`config.mk`:
```
export PLATFORM = sky130hd
export DESIGN_NAME = decode_flat
export DESIGN_NICKNAME = d
export VERILOG_FILES = /design/src/rtl/decode_if.sv /design/src/rtl/decode.sv /design/src/flat_wrapper.sv
export SDC_FILE = /design/constraint.sdc
export NUM_CORES = 1
export LEC_CHECK = 0
export CAP_MARGIN = 20
export CORE_MARGIN = 10
export CORE_UTILIZATION = 55
export CTS_BUF_LIST = sky130_fd_sc_hd__clkbuf_16
export DETAILED_ROUTE_END_ITERATION = 7
export PLACE_DENSITY = 0.75
export SYNTH_ARGS = -nofsm -noshare
export SYNTH_HDL_FRONTEND = slang
export SYNTH_SLANG_ARGS = --single-unit
```
`constraint.sdc`:
```
create_clock -name i_clk -period 6.4 [get_ports i_clk]
set_input_delay 0.64 -clock i_clk [delete_from_list [all_inputs] [get_ports i_clk]]
set_output_delay 0.64 -clock i_clk [all_outputs]
set_load 0.1 [all_outputs]
```
`src/rtl/decode_if.sv`:
```
// rtl/decode_if.sv - byte-stream in / coefficient-pair out handshake bundle for the decode block
interface decode_if;
    logic [3:0]  i_l;
    logic [63:0] i_ibytes;
    logic        i_ibytes_valid;
    logic        o_ibytes_ready;
    logic [23:0] o_coeffs;
    logic        o_coeffs_valid;
    logic        i_coeffs_ready;
    logic        o_done;

    modport slave (
        input  i_l, i_ibytes, i_ibytes_valid, i_coeffs_ready,
        output o_ibytes_ready, o_coeffs, o_coeffs_valid, o_done
    );

    modport master (
        output i_l, i_ibytes, i_ibytes_valid, i_coeffs_ready,
        input  o_ibytes_ready, o_coeffs, o_coeffs_valid, o_done
    );
endinterface

```
`src/rtl/decode.sv`:
```
// rtl/decode.sv - Kyber ByteDecode_l: 64-bit words in, two l-bit coefficients per beat out
// Optional DECODE_DEBUG_EN adds o_coeffs_debug holding the whole decoded polynomial.
module decode (
    input  logic            i_clk,
    input  logic            i_rst,
    decode_if.slave         bus
`ifdef DECODE_DEBUG_EN
    ,
    output logic [3071:0]   o_coeffs_debug
`endif
);
    localparam logic [11:0] Q     = 12'd3329;
    localparam int          NCOEF = 256;
    localparam logic [7:0]  NPAIR = 8'(NCOEF / 2);

    typedef enum logic [1:0] {S_IDLE, S_RUN, S_DONE} state_t;

    state_t      state_q;
    logic [87:0] buf_q;
    logic [6:0]  fill_q;
    logic [5:0]  words_q;
    logic [7:0]  pairs_q;
    logic [3:0]  l_q;
    logic [23:0] coeffs_q;
    logic        cvalid_q;
    logic        done_q;

    function automatic logic l_legal(input logic [3:0] l);
        return (l == 4'd1) || (l == 4'd4) || (l == 4'd5) ||
               (l == 4'd10) || (l == 4'd11) || (l == 4'd12);
    endfunction

    function automatic logic [11:0] reduce_q(input logic [11:0] c, input logic is12);
        return (is12 && c >= Q) ? c - Q : c;
    endfunction

    logic [6:0]  two_l;
    logic [5:0]  words_max;
    logic        ready;
    logic        word_fire;
    logic        take;
    logic        load;
    logic [12:0] mask13;
    logic [87:0] shifted_l;
    logic [11:0] c0;
    logic [11:0] c1;
    logic [87:0] buf_pop;
    logic [6:0]  fill_pop;
    logic [87:0] buf_d;
    logic [6:0]  fill_d;

    assign two_l     = {2'b00, l_q, 1'b0};
    assign words_max = {l_q, 2'b00};

    // Ready is masked during reset so nothing is offered while the block is being cleared.
    always_comb begin
        ready = 1'b0;
        if (!i_rst) begin
            case (state_q)
                S_IDLE:  ready = l_legal(bus.i_l);
                S_RUN:   ready = (fill_q < two_l) && (words_q < words_max);
                default: ready = 1'b0;
            endcase
        end
    end

    assign word_fire = bus.i_ibytes_valid & ready;
    assign take      = cvalid_q & bus.i_coeffs_ready;
    assign load      = (state_q == S_RUN) && (!cvalid_q || take) &&
                       (fill_q >= two_l) && (pairs_q < NPAIR);

    assign mask13    = (13'd1 << l_q) - 13'd1;
    assign shifted_l = buf_q >> l_q;
    assign c0        = reduce_q(buf_q[11:0] & mask13[11:0], l_q == 4'd12);
    assign c1        = reduce_q(shifted_l[11:0] & mask13[11:0], l_q == 4'd12);

    // Pop happens before the append so a same-cycle push lands right after the surviving bits.
    assign buf_pop  = load ? (buf_q >> two_l) : buf_q;
    assign fill_pop = load ? (fill_q - two_l) : fill_q;
    assign buf_d    = word_fire ? (buf_pop | ({24'd0, bus.i_ibytes} << fill_pop)) : buf_pop;
    assign fill_d   = word_fire ? (fill_pop + 7'd64) : fill_pop;

`ifdef DECODE_DEBUG_EN
    logic [3071:0] dbg_q;
    assign o_coeffs_debug = dbg_q;
`endif

    always_ff @(posedge i_clk or posedge i_rst) begin
        if (i_rst) begin
            state_q  <= S_IDLE;
            buf_q    <= '0;
            fill_q   <= '0;
            words_q  <= '0;
            pairs_q  <= '0;
            l_q      <= '0;
            coeffs_q <= '0;
            cvalid_q <= 1'b0;
            done_q   <= 1'b0;
`ifdef DECODE_DEBUG_EN
            dbg_q    <= '0;
`endif
        end else begin
            buf_q  <= buf_d;
            fill_q <= fill_d;
            case (state_q)
                S_IDLE: begin
                    done_q <= 1'b0;
                    if (word_fire) begin
                        l_q     <= bus.i_l;
                        words_q <= 6'd1;
                        pairs_q <= '0;
                        state_q <= S_RUN;
                    end
                end
                S_RUN: begin
                    if (word_fire) words_q <= words_q + 6'd1;
                    if (load) begin
                        coeffs_q <= {c0, c1};
                        cvalid_q <= 1'b1;
                        pairs_q  <= pairs_q + 8'd1;
`ifdef DECODE_DEBUG_EN
                        dbg_q[3071 - 24 * int'(pairs_q) -: 24] <= {c0, c1};
`endif
                    end else if (take) begin
                        cvalid_q <= 1'b0;
                        if (pairs_q == NPAIR) begin
                            state_q <= S_DONE;
                            done_q  <= 1'b1;
                        end
                    end
                end
                default: begin
                    done_q  <= 1'b0;
                    words_q <= '0;
                    state_q <= S_IDLE;
                end
            endcase
        end
    end

    assign bus.o_ibytes_ready = ready;
    assign bus.o_coeffs       = coeffs_q;
    assign bus.o_coeffs_valid = cvalid_q;
    assign bus.o_done         = done_q;
endmodule
```
`src/flat_wrapper.sv`:
```
// flat-port wrapper written by rule: the top's interface ports become plain ports
module decode_flat 
  (i_clk, i_rst, bus_i_l, bus_i_ibytes, bus_i_ibytes_valid, bus_i_coeffs_ready, bus_o_ibytes_ready, bus_o_coeffs, bus_o_coeffs_valid, bus_o_done);
  decode_if bus_i ();
  input  logic i_clk;
  input  logic i_rst;
  input wire logic [$bits(bus_i.i_l)-1:0] bus_i_l;
  input wire logic [$bits(bus_i.i_ibytes)-1:0] bus_i_ibytes;
  input wire logic [$bits(bus_i.i_ibytes_valid)-1:0] bus_i_ibytes_valid;
  input wire logic [$bits(bus_i.i_coeffs_ready)-1:0] bus_i_coeffs_ready;
  output wire logic [$bits(bus_i.o_ibytes_ready)-1:0] bus_o_ibytes_ready;
  output wire logic [$bits(bus_i.o_coeffs)-1:0] bus_o_coeffs;
  output wire logic [$bits(bus_i.o_coeffs_valid)-1:0] bus_o_coeffs_valid;
  output wire logic [$bits(bus_i.o_done)-1:0] bus_o_done;
  assign bus_i.i_l = bus_i_l;
  assign bus_i.i_ibytes = bus_i_ibytes;
  assign bus_i.i_ibytes_valid = bus_i_ibytes_valid;
  assign bus_i.i_coeffs_ready = bus_i_coeffs_ready;
  assign bus_o_ibytes_ready = bus_i.o_ibytes_ready;
  assign bus_o_coeffs = bus_i.o_coeffs;
  assign bus_o_coeffs_valid = bus_i.o_coeffs_valid;
  assign bus_o_done = bus_i.o_done;
  decode u_core (.i_clk(i_clk), .i_rst(i_rst), .bus(bus_i));
endmodule
```
* Word-level counts from Yosys, hierarchy flattened *
Index checks and enable logic that the tools add are counted.

cells by class
  $add $sub $neg = 7
  equality and inequality tests = 15
  mux-type cells = 25
  order comparisons = 6
  reductions and logical operators = 23
  bitwise gates (word level) = 5
  shift-type cells = 4

operators by type and width
  operator                                             count
  two-way mux 88 bit                                   2
  bitwise OR 88 bit                                    1
  left shift 64 x 7 -> 88 bit                          1
  right shift 88 x 4 -> 12 bit                         1
  right shift 88 x 5 -> 88 bit                         1
  bitwise AND 12 bit                                   2
  >= comparator 12 bit, second input constant          2
  two-way mux 12 bit                                   2
  subtractor 12 bit, second input constant             2
  equality test 4 bit, second input constant           4
  two-way mux 8 bit                                    2
  one-hot mux 8 bit (2 select lines)                   1
  two-way mux 7 bit                                    2
  two-way mux 6 bit                                    2
  one-hot mux 6 bit (2 select lines)                   1
  left shift 1 x 4 -> 12 bit, first input constant     1
  subtractor 12 x 1 -> 12 bit, second input constant   1
  adder 8 x 1 -> 8 bit, second input constant          1
  equality test 4 x 3 -> 1 bit, second input constant  2
  equality test 8 bit, second input constant           1
  < comparator 8 bit, second input constant            1
  two-way mux 2 bit                                    4
  != test 2 x 1 -> 1 bit, second input constant        4
  AND reduction 2 bit                                  4
  other kinds (20)                                     40

word-level totals
  register bits = 141
  input port bits = 72
  output and inout port bits = 27

* Logic depth before layout (Yosys ltp) *
Gate-level depths: netlist (run 1).

  depth in word-level cells = 11
  depth in mapped cells = 20
  mapped depth without buffers = 14

* Worst setup path before layout (run 1) *
Ideal clock, no wire load.

  path type = input-to-reg
  start point = in i_rst
  end point = reg u_core.buf_q[74]
  setup slack = 600 ps
  arrival time = 5,717 ps
  data required time = 6,317 ps
  stages on the path = 10
  library setup time = 83 ps
  cells stage by stage = inv_1 -> nand2_1 -> nor4_1 -> or2_2 -> buf_2 -> nand3_1 -> clkbuf_1 -> o21ai_0 -> o21ai_0 -> o21ai_0

between the ends
  word-level cells in the longest chain between the ends = 3

ends and longest elaborated chain
  what                  line               text
  start, declared       flat_wrapper.sv:6  input logic i_rst;
  two-way mux 1 bit     decode.sv:58       if (!i_rst) begin
  bitwise AND 1 bit     decode.sv:67       assign word_fire = bus.i_ibytes_valid & ready;
  two-way mux 88 bit    decode.sv:80       assign buf_d = word_fire ? (buf_pop | ({24'd0, bus.i_ibytes} << fill_pop)) : buf_pop;
  via u_core.buf_d[74]  decode.sv:49       logic [87:0] buf_d;
  end signal, assigned  decode.sv:103      buf_q <= buf_d;
  end, declared         decode.sv:19       logic [87:0] buf_q;

The timed path passes the listed nets, and every way through them passes these cells.
A chain may end at the register's enable or synchronous reset.

* Worst setup path after layout (run 1) *
  start point = reg u_core.l_q[1]
  end point = reg u_core.coeffs_q[5], in the netlist u_core.bus.o_coeffs[5]

between the ends
  word-level cells in the longest chain between the ends = 6
  elaborated cells between the ends (all ways) = 13

ends and longest elaborated chain
  what                         line           text
  start, declared              decode.sv:23   logic [3:0] l_q;
  start signal, assigned       decode.sv:109  l_q <= bus.i_l;
  left shift 1 x 4 -> 12 bit   decode.sv:72   assign mask13 = (13'd1 << l_q) - 13'd1;
  subtractor 12 x 1 -> 12 bit  decode.sv:72
  bitwise AND 12 bit           decode.sv:75   assign c1 = reduce_q(shifted_l[11:0] & mask13[11:0], l_q == 4'd12);
  >= comparator 12 bit         decode.sv:34   return (is12 && c >= Q) ? c - Q : c;
  logical AND 1 bit            decode.sv:34
  two-way mux 12 bit           decode.sv:34
  end signal, assigned         decode.sv:118  coeffs_q <= {c0, c1};
  end, declared                decode.sv:24   logic [23:0] coeffs_q;

Several ways; a longest one is shown, not always the timed one.

==> flow_summary.json, run 1 <==
{
  "path_clk_slew_ps": 70,
  "synth_ff_type": "dfrtp_1",
  "cts_root_buf": "clkbuf_16",
  "row_count": 60,
  "hold_path_class": "reg -> reg",
  "synth_top_area_frac": 0.230,
  "relSlewSlack": 0.180,
  "yosysWarnings": 0,
  "preCtsSetupSlack_ps": 1390,
  "hpwl_mm": 42.9,
  "finalSetupViolations": 0,
  "routedWlPerCell_um": 25.5,
  "pin_count": 99,
  "cp.required_ps": 6730,
  "synth.avg_cell_area_um2": 7.79,
  "vias": 16800,
  "die_area_um2": 34700,
  "grt_max_degree": 96,
  "clkSinkCount": 140,
  "cts_setup_buffers": 0,
  "ys_ff_latch": 140,
  "cts.path.max_buffers": 2,
  "n_antenna_cell": 0,
  "antenna_found_initial": 1,
  "fin_crit_sh": 0.818,
  "grt_pass1_vias": 15200,
  "critPathSlowestCell": "buf_4",
  "dieWidth_um": 186,
  "coreArea_um2": 27100,
  "cp-start-kind": "register",
  "grt-ovfl-total": 0,
  "rsz0062_at_grt": "false",
  "max_cap_violations": 0,
  "wl_mm": 59.0,
  "fillers": 2427,
  "cts-buffers-inserted": 17,
  "tightest_slew_ps": 1230,
  "hold_viol_final": 0,
  "drv_slew": 0,
  "path_class": "reg -> reg",
  "critPathMaxStageDelay_ps": 770,
  "drc": 0,
  "layout.nets": 2013,
  "start_util": 0.561,
  "grt_usage": 0.322,
  "synth_top_cell_by_area": "dfrtp_1",
  "clkLatencyLatePin_ps": 450,
  "synth_area_um2": 15200,
  "synth-edff-count": 0,
  "status": "finished clean",
  "postCtsHoldBufs": 0,
  "arrival_ps": 5570,
  "timing.fmax_ghz": 0.191,
  "syn_nets": 2041,
  "setup.worst_path.end_class": "register",
  "gp_congestion": 1.05,
  "fp.dieH_um": 186,
  "post-route-util": 0.620,
  "syn2layout_area_growth_pct": 10.4,
  "finalClockSkew_ps": 11.5,
  "layout-drive-gt1-share": 0.103,
  "fin_area_um2": 16800,
  "antenna_left": 0,
  "grt_pass1_wl_mm": 90.6,
  "cts_tree": "yes",
  "synthTopCellsByArea": "dfrtp_1 (23%), mux2i_1 (7.7%), o21ai_0 (6.7%), mux4_2 (6.5%), nand2_1 (5.3%)",
  "setup_slack_ps": 1160,
  "tns_ps": 0,
  "fin_crit_ps": 5240,
  "syn_inst": 1953,
  "synthArstFlopShare": 1.00,
  "dr.pass1.iters": 6,
  "synthDistinctLibCells": 86,
  "h-tree-depth": 4,
  "seq_area_frac_synth": 0.230,
  "vias_per_cell": 7.27,
  "cts_resized": 0,
  "crit_path_cell_trace": "buf_4, nor2_1, nand2_1, ha_1, and2_1, o21ai_0, a21oi_1, o2111ai_1, a311oi_4, and4_4, nand3b_2, xnor2_1, mux2_4",
  "port_buffers": 98,
  "detailed_place.area_um2": 16200,
  "first_iter_violations": 2850,
  "cp_max_fo": 81
}
## cell usage after synthesis, types with 6 or more instances
cell       number
and3_1         46
a21oi_1       138
a211oi_1       61
buf_2          47
nand4_1        13
o31ai_1         9
a31oi_1        22
a31o_2          7
buf_1          28
o22ai_1         7
xnor2_1        18
o31a_1          8
nor3_1         22
a211o_1        18
o21ai_1         9
o211ai_1       30
nand3_1       148
mux2_2         43
a221o_1        24
mux4_1          6
o2111ai_1       9
clkbuf_1       94
a21o_1          9
nand2b_1       14
o221ai_1       22
a221oi_1       14
nor2_1        163
mux2i_1       117
and2_1         30
inv_1          21
mux4_2         44
a21boi_0        6
dfrtp_1       140
ha_1           15
nor2b_1        21
o21a_1          9
nand2_1       213
a22oi_1        15
xor2_1          7
o21ai_0       204
## sequential cells by signal (all words and copies together) (netlist names)
register	cells
u_core.state_q	2
u_core.buf_q	88
u_core.bus.o_coeffs_valid	1
u_core.fill_q	6
u_core.words_q	6
u_core.l_q	4
u_core.bus.o_coeffs	24
u_core.bus.o_done	1
u_core.pairs_q	8
## critical path: cells and delay by family, from the launching register on
family | cells | cell delay [ps]
DFF | 1 | 720
muxes | 1 | 300
and+or+nand+nor | 5 | 1330
buffers and inverters | 1 | 770
xor gates and xnor gates | 1 | 190
AOI/OAI and AO/OA | 4 | 1360
adders and majority gates | 1 | 410
## cell usage in the layout (no fill, tap or decap), drive strengths merged, types with 16 or more instances in the layout
master and count:
a211o 18, a211oi 61, a21oi 138, a221o 24
a22oi 16, a31oi 22, and2 31, and3 46
buf 33, clkbuf 17, clkdlybuf4s50 98, dfrtp 140
inv 32, mux2 44, mux2i 117, mux4 50
nand2 214, nand3 149, nor2 164, nor2b 21
nor3 24, o211ai 31, o21ai 214, o221ai 22
xnor2 18
## path summary, 6_finish.rpt
check | from | end | slack [ps] | cells after the start
min in group asynchronous | i_rst | u_core.bus.o_coeffs_valid | 690 | 2
worst min register to register | u_core.bus.o_coeffs[17] | u_core.bus.o_coeffs[17] | 480 | 2
max in group asynchronous | i_rst | u_core.l_q[0] | 4070 | 3
worst min-delay path | u_core.bus.o_coeffs[17] | u_core.bus.o_coeffs[17] | 480 | 2
worst max-delay path | u_core.l_q[1] | u_core.bus.o_coeffs[5] | 1160 | 13
worst max register to register | u_core.l_q[1] | u_core.bus.o_coeffs[5] | 1160 | 13
## layout make-up
type | count | area [um2] | area share
clock buffers | 17 | 425 | 0.0253
clock inverters | 15 | 185 | 0.0110
inverters | 23 | 91.3 | 0.00544
multi-input cells | 1612 | 10900 | 0.648
flip-flops and latches | 140 | 3510 | 0.209
well taps | 372 | 465 | 0.0277
repair buffers | 131 | 1240 | 0.0736
## metal layers
metal  vias to the layer above  GRT usage  wire length (um)  part of all wire
li1                       7325          -                 -                 -
met1                      7912      0.438             23500              0.40
met3                       219     0.0950              7750              0.13
met2                      1329      0.470             25200              0.43
met4                         2      0.129              2550             0.043
met5                         -          0                13           0.00022
## logic make-up (layout without fill, tap and decap cells)
family,Yosys count,count (layout),share of synthesized area
mux,211,211,0.185
simple gates,704,704,0.219
flops,140,140,0.230
xor+xnor,25,25,0.0144
fa+ha+maj,16,16,0.0136
compound gates,656,656,0.281
buf+inv,201,186,0.0567
## per-stage QoR
step	std cells	hold slack, ps
floorplan	1953	473
detailed placement	2277	469
finish	2310	477
global placement	2277	460
global route	2310	499
CTS	2309	485
Power of run 1 is left out: the tool's default activity adds up to more than one toggle a clock period on the data nets, which glitch-free logic cannot reach.
==> run 2, diff against run 1 <==
- PLACE_DENSITY: 0.75 -> 0.78
- clock period: 6.4 -> 4.2 ns (I/O delays scaled with it)
==> run 2 against run 1 <==
  * Critical path type unchanged
  * Die area unchanged
  * Setup slack worse by 1000 ps
  * Highest routed layer is now met4
  * Register-to-register slack worse by 1000 ps
  * Sequential share of layout area down 0.52 points
  * Flip-flop and latch count stayed put
  * Routed wire length is 2.4% higher
  * Via count decreased by 0.54%
  * Final area rose by 2.6%
==> flow_summary.json, run 2 (synthesis gave the netlist of run 1 again) <==
{
  "status": "finished clean",
  "coreArea_um2": 27100,
  "dr.pass1.iters": 8,
  "cp-start-kind": "register",
  "clkSinkCount": 140,
  "clkLatencyLatePin_ps": 440,
  "cp_max_fo": 31,
  "cts_resized": 0,
  "cts_setup_buffers": 0,
  "antenna_found_initial": 0,
  "vias_per_cell": 7.11,
  "cts-buffers-inserted": 17,
  "ff_latch_area_um2": 3510,
  "dieWidth_um": 186,
  "grt_max_degree": 185,
  "critPathBufInv": 4,
  "grt_usage": 0.330,
  "first_iter_violations": 2537,
  "finalSetupViolations": 0,
  "cts_root_buf": "clkbuf_16",
  "setup.worst_path.end_class": "register",
  "path_clk_slew_ps": 70,
  "critPathMaxStageDelay_ps": 610,
  "cp.required_ps": 4480,
  "grt_pass1_wl_mm": 92.5,
  "drv_slew": 0,
  "hold_viol_final": 0,
  "hold_slack_ps": 465,
  "row_count": 60,
  "timing.fmax_ghz": 0.246,
  "pin_count": 99,
  "wl_mm": 60.4,
  "cts_tree": "yes",
  "layout_commonest_cell": "nand2_1",
  "final_cell_mix": "nand2_1 (212), o21ai_0 (203), nor2_1 (160)",
  "n_antenna_cell": 0,
  "regMostFlops": "u_core.buf_q",
  "multi_input_area_um2": 10900,
  "crit_family": "compound AO/OA/AOI/OAI gates",
  "drc": 0,
  "largest_reg_flops": 88,
  "start_util": 0.561,
  "postCtsHoldBufs": 0,
  "fin_crit_ps": 4060,
  "cts.path.max_buffers": 2,
  "h-tree-depth": 4,
  "grt_pass1_vias": 15200,
  "layout.nets": 2051,
  "fin_crit_sh": 0.967,
  "relSlewSlack": 0.316,
  "finalNonFillerCells": 2348,
  "hold_path_class": "in -> async",
  "arrival_ps": 4340,
  "placed_cells": 2315,
  "hpwl_mm": 44.4,
  "layout-drive-gt1-share": 0.122,
  "critPathMostFrequentCell": "inv_1",
  "fillers": 2454,
  "grt-ovfl-total": 0,
  "gp_congestion": 1.09,
  "path_class": "reg -> reg",
  "vias": 16700,
  "finalClockSkew_ps": 18.4,
  "syn2layout_area_growth_pct": 13.3,
  "critPathSlowestCell": "a311oi_1",
  "max_cap_violations": 0,
  "antenna_left": 0,
  "routedWlPerCell_um": 25.7,
  "die_area_um2": 34700,
  "crit_path_cell_trace": "inv_1, ha_1, inv_1, fa_1, a21oi_2, o211a_1, nor2_2, o21ai_4, clkinvlp_4, buf_12, nor2_1, a22oi_1, a311oi_1, o31a_1, a41oi_1",
  "fp.dieH_um": 186,
  "port_buffers": 98,
  "tightest_slew_ps": 1020
}
## run 2: changes by cell type in the layout (fill, tap and decap cells not counted), moves of 2 or more
| cell | delta |
|---|---|
| buf_12 | +10 |
| buf_4 | +29 |
| clkinvlp_4 | +3 |
| inv_6 | -2 |
## run 2: worst min-delay path: stages
cell and delay, ps:
clkdlybuf4s50_1 460, clkinvlp_4 90, buf_4 340
## run 2: layout make-up
cell class | instances | share of cell area
Multi-Input combinational cell | 1612 | 0.632
Sequential cell | 140 | 0.204
Timing Repair Buffer | 169 | 0.0961
Tap cell | 372 | 0.0270
Clock buffer | 17 | 0.0247
Clock inverter | 15 | 0.0108
Inverter | 23 | 0.00544
## run 2: worst paths after layout
check | startpoint | to | slack, ps | cells after the start
hold reg to reg | u_core.bus.o_coeffs[16] | u_core.bus.o_coeffs[16] | 480 | 2
hold / removal | i_rst | u_core.words_q[0] | 470 | 3
setup / recovery | u_core.fill_q[1] | u_core.buf_q[81] | 140 | 15
min in group i_clk | u_core.bus.o_coeffs[16] | u_core.bus.o_coeffs[16] | 480 | 2
max in group asynchronous | i_rst | u_core.buf_q[34] | 2220 | 5
setup reg to reg | u_core.fill_q[1] | u_core.buf_q[81] | 140 | 15
## run 2: layer usage
layer | vias up | track usage | part of all wire
met3 | 161 | 0.0793 | 0.12
met2 | 1205 | 0.486 | 0.43
met5 | - | 0 | 0
met4 | 0 | 0.124 | 0.038
met1 | 7936 | 0.456 | 0.41
li1 | 7395 | - | -
## run 2: metrics by stage
stage	setup TNS, ps	area, um2	setup slack, ps	util
3_3_place_gp	0	16600	299	0.612
2_1_floorplan	0	15200	3.59	-
5_1_grt	-30.5	17200	-17.2	0.636
3_5_place_dp	0	16600	185	0.612
4_1_cts	0	17200	152	0.635
6_report	0	17200	138	0.636
Power of run 2 is left out for the same reason.
